==> config.mk <==
export PLATFORM = sky130hd
export DESIGN_NAME = axi4_lite_cfg_sequencer
export DESIGN_NICKNAME = d
export VERILOG_FILES = /design/src/rtl/axi4_lite_pkg.sv /design/src/rtl/axi4_lite_single_master.sv /design/src/rtl/axi4_lite_cfg_sequencer.sv
export SDC_FILE = /design/constraint.sdc
export NUM_CORES = 1
export LEC_CHECK = 0
export BUFFER_PORTS_ARGS = -buffer_cell sky130_fd_sc_hd__buf_2
export CAP_MARGIN = 20
export CORE_UTILIZATION = 52
export CTS_BUF_LIST = sky130_fd_sc_hd__clkbuf_8
export DETAILED_ROUTE_END_ITERATION = 16
export GPL_ROUTABILITY_DRIVEN = 0
export PLACE_DENSITY = 0.83
export SLEW_MARGIN = 20
export SYNTH_ARGS = -nofsm -noshare
export SYNTH_HDL_FRONTEND = slang
export SYNTH_SLANG_ARGS = --single-unit
==> constraint.sdc <==
create_clock -name aclk -period 2.35 [get_ports aclk]
set_input_delay 0 -clock aclk [delete_from_list [all_inputs] [get_ports aclk]]
set_output_delay 0 -clock aclk [all_outputs]
set_load 0.005 [all_outputs]
==> src/rtl/axi4_lite_pkg.sv <==
// Shared types for the AXI4-Lite configuration sequencer.
//   resp_t          : AXI response encodings
//   err_code_t      : error codes reported by the sequencer
//   cfg_seq_state_t : top-level sequencer FSM states
//   AXI_*_W         : default AXI widths
package axi4_lite_pkg;

  localparam int AXI_ADDR_W = 32;
  localparam int AXI_DATA_W = 32;
  localparam int AXI_RESP_W = 2;

  typedef enum logic [1:0] {
    RESP_OKAY   = 2'b00,
    RESP_EXOKAY = 2'b01,
    RESP_SLVERR = 2'b10,
    RESP_DECERR = 2'b11
  } resp_t;

  typedef enum logic [1:0] {
    ERR_NONE     = 2'd0,
    ERR_BAD_RESP = 2'd1,
    ERR_MISMATCH = 2'd2,
    ERR_TIMEOUT  = 2'd3
  } err_code_t;

  typedef enum logic [2:0] {
    ST_IDLE,
    ST_LOAD,
    ST_WADDR,
    ST_WRESP,
    ST_RADDR,
    ST_RDATA,
    ST_FINISH
  } cfg_seq_state_t;

endpackage

==> src/rtl/axi4_lite_single_master.sv <==
// Single-outstanding AXI4-Lite master engine.
// A one-cycle req (we=1 write, we=0 read) launches one transaction; the engine
// runs the AW/W (or AR) handshakes and then waits for B (or R).
//   req/we/addr/wdata : command, sampled only when req is high
//   addr_done         : address phase (AW+W, or AR) completes this cycle
//   ack               : response phase ends this cycle (response or timeout)
//   timed_out         : the ack is a timeout, not a real response
//   resp/rdata        : response code and read data, valid with ack
//   m_*               : AXI4-Lite master channels, all valid/ready registered
module axi4_lite_single_master
  import axi4_lite_pkg::*;
#(
  parameter int ADDR_W  = AXI_ADDR_W,
  parameter int DATA_W  = AXI_DATA_W,
  parameter int TIMEOUT = 255
) (
  input  logic                       aclk,
  input  logic                       aresetn,
  input  logic                       req,
  input  logic                       we,
  input  logic [ADDR_W-1:0]          addr,
  input  logic [DATA_W-1:0]          wdata,
  output logic                       addr_done,
  output logic                       ack,
  output logic                       timed_out,
  output logic [AXI_RESP_W-1:0]      resp,
  output logic [DATA_W-1:0]          rdata,
  output logic                       m_awvalid,
  input  logic                       m_awready,
  output logic [ADDR_W-1:0]          m_awaddr,
  output logic                       m_wvalid,
  input  logic                       m_wready,
  output logic [DATA_W-1:0]          m_wdata,
  output logic [DATA_W/8-1:0]        m_wstrb,
  input  logic                       m_bvalid,
  output logic                       m_bready,
  input  logic [AXI_RESP_W-1:0]      m_bresp,
  output logic                       m_arvalid,
  input  logic                       m_arready,
  output logic [ADDR_W-1:0]          m_araddr,
  input  logic                       m_rvalid,
  output logic                       m_rready,
  input  logic [DATA_W-1:0]          m_rdata,
  input  logic [AXI_RESP_W-1:0]      m_rresp
);

  localparam int TCNT_W = $clog2(TIMEOUT + 1);
  localparam logic [TCNT_W-1:0] TCNT_LAST = TCNT_W'(TIMEOUT - 1);

  logic [TCNT_W-1:0] tcnt;
  logic              w_addr_done;
  logic              r_addr_done;
  logic              waiting;

  // AW and W retire independently; the write address phase ends in the cycle
  // the last still-pending valid handshakes.
  assign w_addr_done = (m_awvalid || m_wvalid) &&
                       (!m_awvalid || m_awready) &&
                       (!m_wvalid  || m_wready);
  assign r_addr_done = m_arvalid && m_arready;
  assign addr_done   = w_addr_done || r_addr_done;

  // Timeout fires on the cycle the counter would reach TIMEOUT, so the slave
  // gets exactly TIMEOUT cycles after entering the response phase.
  assign waiting   = (m_bready && !m_bvalid) || (m_rready && !m_rvalid);
  assign timed_out = waiting && (tcnt == TCNT_LAST);
  assign ack       = (m_bready && m_bvalid) || (m_rready && m_rvalid) || timed_out;
  assign resp      = m_rready ? m_rresp : m_bresp;
  assign rdata     = m_rdata;
  assign m_wstrb   = '1;

  // Handshake registers: valids drop only on their own handshake, readys are
  // held for the whole response phase.
  always_ff @(posedge aclk or negedge aresetn) begin
    if (!aresetn) begin
      m_awvalid <= 1'b0;
      m_wvalid  <= 1'b0;
      m_arvalid <= 1'b0;
      m_bready  <= 1'b0;
      m_rready  <= 1'b0;
      m_awaddr  <= '0;
      m_wdata   <= '0;
      m_araddr  <= '0;
      tcnt      <= '0;
    end else begin
      if (m_awvalid && m_awready) m_awvalid <= 1'b0;
      if (m_wvalid && m_wready)   m_wvalid  <= 1'b0;
      if (m_arvalid && m_arready) m_arvalid <= 1'b0;
      if (req && we) begin
        m_awvalid <= 1'b1;
        m_wvalid  <= 1'b1;
        m_awaddr  <= addr;
        m_wdata   <= wdata;
      end else if (req) begin
        m_arvalid <= 1'b1;
        m_araddr  <= addr;
      end
      if (waiting) tcnt <= tcnt + TCNT_W'(1);
      if (m_bready && (m_bvalid || timed_out)) m_bready <= 1'b0;
      if (m_rready && (m_rvalid || timed_out)) m_rready <= 1'b0;
      if (w_addr_done) begin
        m_bready <= 1'b1;
        tcnt     <= '0;
      end
      if (r_addr_done) begin
        m_rready <= 1'b1;
        tcnt     <= '0;
      end
    end
  end

endmodule

==> src/rtl/axi4_lite_cfg_sequencer.sv <==
// Boot/reconfiguration sequencer: walks a table of (address, data) entries,
// writes each one over AXI4-Lite and, with VERIFY set, reads it back and
// compares.
//   start/n_entries      : launch a run of n_entries entries (ignored unless idle)
//   busy/done            : run in progress / one-cycle completion pulse
//   error/err_code/err_idx : sticky failure report for the last run
//   tbl_idx -> tbl_addr/tbl_data : combinational table lookup
//   m_*                  : AXI4-Lite master port toward the CSR slave
module axi4_lite_cfg_sequencer
  import axi4_lite_pkg::*;
#(
  parameter int ADDR_W    = AXI_ADDR_W,
  parameter int DATA_W    = AXI_DATA_W,
  parameter int N_ENTRIES = 16,
  parameter int IDX_W     = $clog2(N_ENTRIES),
  parameter bit VERIFY    = 1'b1,
  parameter int TIMEOUT   = 255
) (
  input  logic                  aclk,
  input  logic                  aresetn,
  input  logic                  start,
  input  logic [IDX_W:0]        n_entries,
  output logic                  busy,
  output logic                  done,
  output logic                  error,
  output logic [1:0]            err_code,
  output logic [IDX_W-1:0]      err_idx,
  output logic [IDX_W-1:0]      tbl_idx,
  input  logic [ADDR_W-1:0]     tbl_addr,
  input  logic [DATA_W-1:0]     tbl_data,
  output logic                  m_awvalid,
  input  logic                  m_awready,
  output logic [ADDR_W-1:0]     m_awaddr,
  output logic                  m_wvalid,
  input  logic                  m_wready,
  output logic [DATA_W-1:0]     m_wdata,
  output logic [DATA_W/8-1:0]   m_wstrb,
  input  logic                  m_bvalid,
  output logic                  m_bready,
  input  logic [1:0]            m_bresp,
  output logic                  m_arvalid,
  input  logic                  m_arready,
  output logic [ADDR_W-1:0]     m_araddr,
  input  logic                  m_rvalid,
  output logic                  m_rready,
  input  logic [DATA_W-1:0]     m_rdata,
  input  logic [1:0]            m_rresp
);

  cfg_seq_state_t    state, state_n;
  err_code_t         err_code_q, err_n;
  logic [IDX_W:0]    n_last;
  logic [ADDR_W-1:0] lat_addr;
  logic [DATA_W-1:0] lat_data;
  logic [ADDR_W-1:0] req_addr;
  logic              req, req_we;
  logic              addr_done, ack, timed_out;
  logic [1:0]        resp;
  logic [DATA_W-1:0] rdata;
  logic              accept, advance, set_err, last_entry;

  assign err_code = err_code_q;

  // The index stops at the configured count or the table depth, never wraps.
  assign last_entry = ({1'b0, tbl_idx} == n_last - (IDX_W+1)'(1)) ||
                      (tbl_idx == IDX_W'(N_ENTRIES - 1));

  axi4_lite_single_master #(
    .ADDR_W  (ADDR_W),
    .DATA_W  (DATA_W),
    .TIMEOUT (TIMEOUT)
  ) u_master (
    .aclk      (aclk),
    .aresetn   (aresetn),
    .req       (req),
    .we        (req_we),
    .addr      (req_addr),
    .wdata     (tbl_data),
    .addr_done (addr_done),
    .ack       (ack),
    .timed_out (timed_out),
    .resp      (resp),
    .rdata     (rdata),
    .m_awvalid (m_awvalid),
    .m_awready (m_awready),
    .m_awaddr  (m_awaddr),
    .m_wvalid  (m_wvalid),
    .m_wready  (m_wready),
    .m_wdata   (m_wdata),
    .m_wstrb   (m_wstrb),
    .m_bvalid  (m_bvalid),
    .m_bready  (m_bready),
    .m_bresp   (m_bresp),
    .m_arvalid (m_arvalid),
    .m_arready (m_arready),
    .m_araddr  (m_araddr),
    .m_rvalid  (m_rvalid),
    .m_rready  (m_rready),
    .m_rdata   (m_rdata),
    .m_rresp   (m_rresp)
  );

  always_ff @(posedge aclk or negedge aresetn) begin
    if (!aresetn) state <= ST_IDLE;
    else          state <= state_n;
  end

  // Next state plus the one-cycle command/report strobes. A write command is
  // issued from LOAD with the live table entry; the verify read is issued the
  // cycle the write response is accepted, using the latched address.
  always_comb begin
    state_n  = state;
    req      = 1'b0;
    req_we   = 1'b0;
    req_addr = lat_addr;
    accept   = 1'b0;
    advance  = 1'b0;
    set_err  = 1'b0;
    err_n    = ERR_NONE;
    case (state)
      ST_IDLE: begin
        if (start) begin
          if (n_entries == '0) begin
            state_n = ST_FINISH;
          end else begin
            accept  = 1'b1;
            state_n = ST_LOAD;
          end
        end
      end
      ST_LOAD: begin
        req      = 1'b1;
        req_we   = 1'b1;
        req_addr = tbl_addr;
        state_n  = ST_WADDR;
      end
      ST_WADDR: if (addr_done) state_n = ST_WRESP;
      ST_WRESP: begin
        if (ack) begin
          if (timed_out) begin
            set_err = 1'b1;
            err_n   = ERR_TIMEOUT;
          end else if (resp != RESP_OKAY) begin
            set_err = 1'b1;
            err_n   = ERR_BAD_RESP;
          end else if (VERIFY) begin
            req     = 1'b1;
            state_n = ST_RADDR;
          end else begin
            advance = 1'b1;
          end
        end
      end
      ST_RADDR: if (addr_done) state_n = ST_RDATA;
      ST_RDATA: begin
        if (ack) begin
          if (timed_out) begin
            set_err = 1'b1;
            err_n   = ERR_TIMEOUT;
          end else if (resp != RESP_OKAY) begin
            set_err = 1'b1;
            err_n   = ERR_BAD_RESP;
          end else if (rdata != lat_data) begin
            set_err = 1'b1;
            err_n   = ERR_MISMATCH;
          end else begin
            advance = 1'b1;
          end
        end
      end
      ST_FINISH: state_n = ST_IDLE;
      default:   state_n = ST_IDLE;
    endcase
    if (set_err)      state_n = ST_FINISH;
    else if (advance) state_n = last_entry ? ST_FINISH : ST_LOAD;
  end

  // busy/done follow the next state so they line up with the state register.
  always_ff @(posedge aclk or negedge aresetn) begin
    if (!aresetn) begin
      busy       <= 1'b0;
      done       <= 1'b0;
      error      <= 1'b0;
      err_code_q <= ERR_NONE;
      err_idx    <= '0;
      tbl_idx    <= '0;
      n_last     <= '0;
      lat_addr   <= '0;
      lat_data   <= '0;
    end else begin
      busy <= (state_n != ST_IDLE) && (state_n != ST_FINISH);
      done <= (state_n == ST_FINISH);
      if (accept) begin
        tbl_idx    <= '0;
        n_last     <= n_entries;
        error      <= 1'b0;
        err_code_q <= ERR_NONE;
        err_idx    <= '0;
      end
      if (state == ST_LOAD) begin
        lat_addr <= tbl_addr;
        lat_data <= tbl_data;
      end
      if (advance && !last_entry) tbl_idx <= tbl_idx + IDX_W'(1);
      if (set_err) begin
        error      <= 1'b1;
        err_code_q <= err_n;
        err_idx    <= tbl_idx;
      end
    end
  end

endmodule

==> reports/metrics.csv <==
stage,metric,value,unit
logic_synthesis,synth_top_area_share,59.6,%
worst_setup_path,reg2reg_from,u_master.m_wdata[5],
outcome,outcome,finished clean,
logic_synthesis,ys_ff_latch,162,
clocking,cts_buffers,17,
layout,areaGrowthSynthToFinish,37.1,%
layout,nets,1126,
sta,hold_viol,0,
logic_synthesis,yosysMostFrequentCell,nand2_1,
sta,setup_tns,0,ps
worst_setup_path,path_class,reg -> reg,
route,drt_iter0_markers,363,
layout,drive_above_1_share,28.0,%
clocking,clock_sinks,162,
worst_setup_path,worstSetupEndpointType,flop,
layout,regArea,4050,µm²
route,first_pass_iters,4,
worst_setup_path,crit_fanout,7,
sta,slew_violations,0,
floorplan,start_util,53.6,%
placed_design,place_area,8140,µm²
floorplan,die_h,116,µm
min_path,hold_class,in -> reg,
placed_design,place.port_buffers,226,
placed_design,dp_hpwl,11300,µm
route,avgRoutedWirePerCell,15.4,µm
logic_synthesis,async_flop_share,100,%
clocking,path_clk_slew,90,ps
floorplan,rows,41,
sta,fin_worst_skew,15.1,ps
logic_synthesis,synth_area_leader_cell,dfrtp_1,
logic_synthesis,synth_cell_types,52,
grt,grt_overflow,0,
clocking,cts_tree,built,
worst_setup_path,crit_required,2690,ps
sta,relSlewSlack,41.1,%
clocking,h-tree-depth,4,
power,p_per_area,1160,nW/µm²
worst_setup_path,slowest_delay,410,ps
sta,hold_slack,43.1,ps
grt,antenna_found_initial,0,
floorplan,io_pins,231,
layout,nFillCells,874,
power,p_leak,4.95,nW
route,viasPerCell,5.13,
power,p_sw,4.05,mW
logic_synthesis,ys.flop_type,dfrtp_1,
clocking,clock_path_buffers,2,
worst_setup_path,startpoint,u_master.m_wdata[5],
power,power.internal,6.79,mW
power,peakVddDrop,0.000712,V
sta,finalSetupViolations,0,
sta,period_needed,2230,ps
power,p_sw_share,37.4,%
logic_synthesis,synth-edff-count,0,
worst_setup_path,crit_chain,xnor2_1 -> nand4_1 -> nor4_2 -> buf_4 -> nand2_1 -> a41o_1 -> a2111o_1,
logic_synthesis,syn_area,6800,µm²
logic_synthesis,avgSynthCellArea,9.61,µm²
power,p_clk_share,18.7,%
route,vias,6125,
logic_synthesis,synthTopCellsByArea,"dfrtp_1 (60%), nand2_1 (16%), xnor2_1 (4.8%)",
grt,grt_pass1_wl,29300,µm
floorplan,dieArea,13500,µm²
worst_setup_path,crit_path_top_delay_cell,dfrtp_1,
sta,fmax,0.447,GHz
logic_synthesis,netlist_top_cells_count,"nand2_1 (288), dfrtp_1 (162), nor2_1 (48)",
route,route.detailed.drc,0,
worst_setup_path,cp.arrival,2570,ps
sta,tightestPinTransition,884,ps
power,seq_power_share,44.2,%
layout,multiInputGateArea,2600,µm²
logic_synthesis,ys.warnings.count,0,
grt,grt_pass1_vias,6048,
grt,grt_max_degree,163,
floorplan,dieWidth,116,µm
power,power_frac_comb,37.1,%
route,drtAntennaViolNets,0,
grt,grt_usage,28.7,%
layout,n_antenna_cell,0,
floorplan,core,12700,µm²
worst_setup_path,crit_path_start_kind,flop,
logic_synthesis,ys_seq_area_share,59.6,%
sta,period_share,95.1,%
logic_synthesis,synth_cells,707,
layout,postLayoutCellArea,9320,µm²
min_path,min_from,m_bresp[0],
clocking,postCtsSetupBuffers,0,
job,maxCapViolations,0,
clocking,cts_root_buf,clkbuf_8,
route,wirelength,18400,µm
clocking,clock_latency,460,ps
-- worst max-delay path: cells and delay by family (launching register included) --
kind | cells | cell delay [ps]
flip-flops | 1 | 410
buffers and inverters | 1 | 160
XOR/XNOR | 1 | 220
AND/OR/NAND/NOR | 3 | 620
AO/OA/AOI/OAI | 2 | 710
-- kinds of logic after synthesis --
logic type	share of synthesized area (%)
simple gates	22.8
other cells	0.0552
fa+ha+maj	0.736
xor+xnor	5.54
flops	59.6
mux	0.957
buf+inv	2.74
compound gates	7.51
-- through the flow --
| stage | cells | utilization (%) | setup slack, ps | total power, mW |
|---|---|---|---|---|
| 2_1_floorplan | 710 | - | 294 | 6.97 |
| 6_report | 1194 | 73.5 | 115 | 10.8 |
| 3_5_place_dp | 1086 | 64.2 | 123 | 8.65 |
| 4_1_cts | 1194 | 73.4 | 96.5 | 10.8 |
| 5_1_grt | 1194 | 73.5 | -48.9 | 11.6 |
| 3_3_place_gp | 1086 | 64.2 | 200 | 8.49 |
-- layer usage --
metal / GRT usage [%] / routed length (µm) / part of all wire, % / vias to the layer above
li1: - / - / - / 2904
met1: 35.0 / 7560 / 41 / 2935
met2: 47.3 / 9040 / 49 / 231
met3: 7.58 / 1220 / 6.6 / 55
met4: 14.4 / 597 / 3.2 / 0
met5: 0 / 0 / 0 / -
-- path summary, 6_finish.rpt --
| kind | slack, ps | depth (start not counted) | end |
|---|---|---|---|
| min in group asynchronous | 200 | 3 | u_master.m_wdata[2] |
| worst max-delay path | 120 | 7 | state[1] |
| worst min register to register | 480 | 2 | u_master.m_awaddr[28] |
| worst max register to register | 120 | 7 | state[1] |
| worst min-delay path | 40 | 4 | err_code[1] |
| max in group asynchronous | 1450 | 3 | n_last[4] |
-- sequential cells by signal (all words and copies together), names as in the netlist, 2 cells and up --
register and cells:
lat_addr 32, lat_data 8, u_master.m_awaddr 32, n_last 5, err_idx 4, u_master.tcnt 8, u_master.m_wdata 24, state 3
tbl_idx 4, err_code 2, u_master.m_araddr 32
-- cell usage in the layout (no fill, tap or decap), drive strengths merged, types with 2 or more instances in the layout --
master         n
nand2        288
o21ai          4
mux2i          5
a22oi          2
a211o          2
clkinvlp       3
nor2          49
xor2           6
nand2b         9
dfrtp        162
clkinv         6
dlygate4sd3   76
a21oi          4
and3           2
a31oi         32
inv           10
a22o           4
nor4           2
buf          237
conb           4
clkbuf        19
nor2b          2
bufinv         2
nand3          3
a211oi         5
o22ai          3
nand4         13
xnor2         37
ha             4
nor3           2
a31o           3
or3            4
-- repair_timing --
item	4_1_cts	5_1_grt
hold endpoints to repair	301	0
hold buffers	76	0
gates resized for setup	0	3
setup endpoints to repair	0	6
-- power by group through the flow --
stage               registers (mW)  logic [mW]  clock network [mW]
detailed placement            4.78        3.87                   0
global placement              4.74        3.76                   0
floorplan                     4.75        2.22                   0
global route                  4.94        4.52                2.17
finish                        4.79        4.02                2.03
CTS                           4.76        3.98                2.05
-- final cells by class --
cell class | count | area share, %
Clock buffer | 19 | 2.81
Clock inverter | 13 | 1.46
Inverter | 8 | 0.322
Multi-Input combinational cell | 507 | 27.9
Sequential cell | 162 | 43.5
Tap cell | 172 | 2.31
Timing Repair Buffer | 313 | 21.7
No activity file was read; power rests on OpenSTA's default activity.
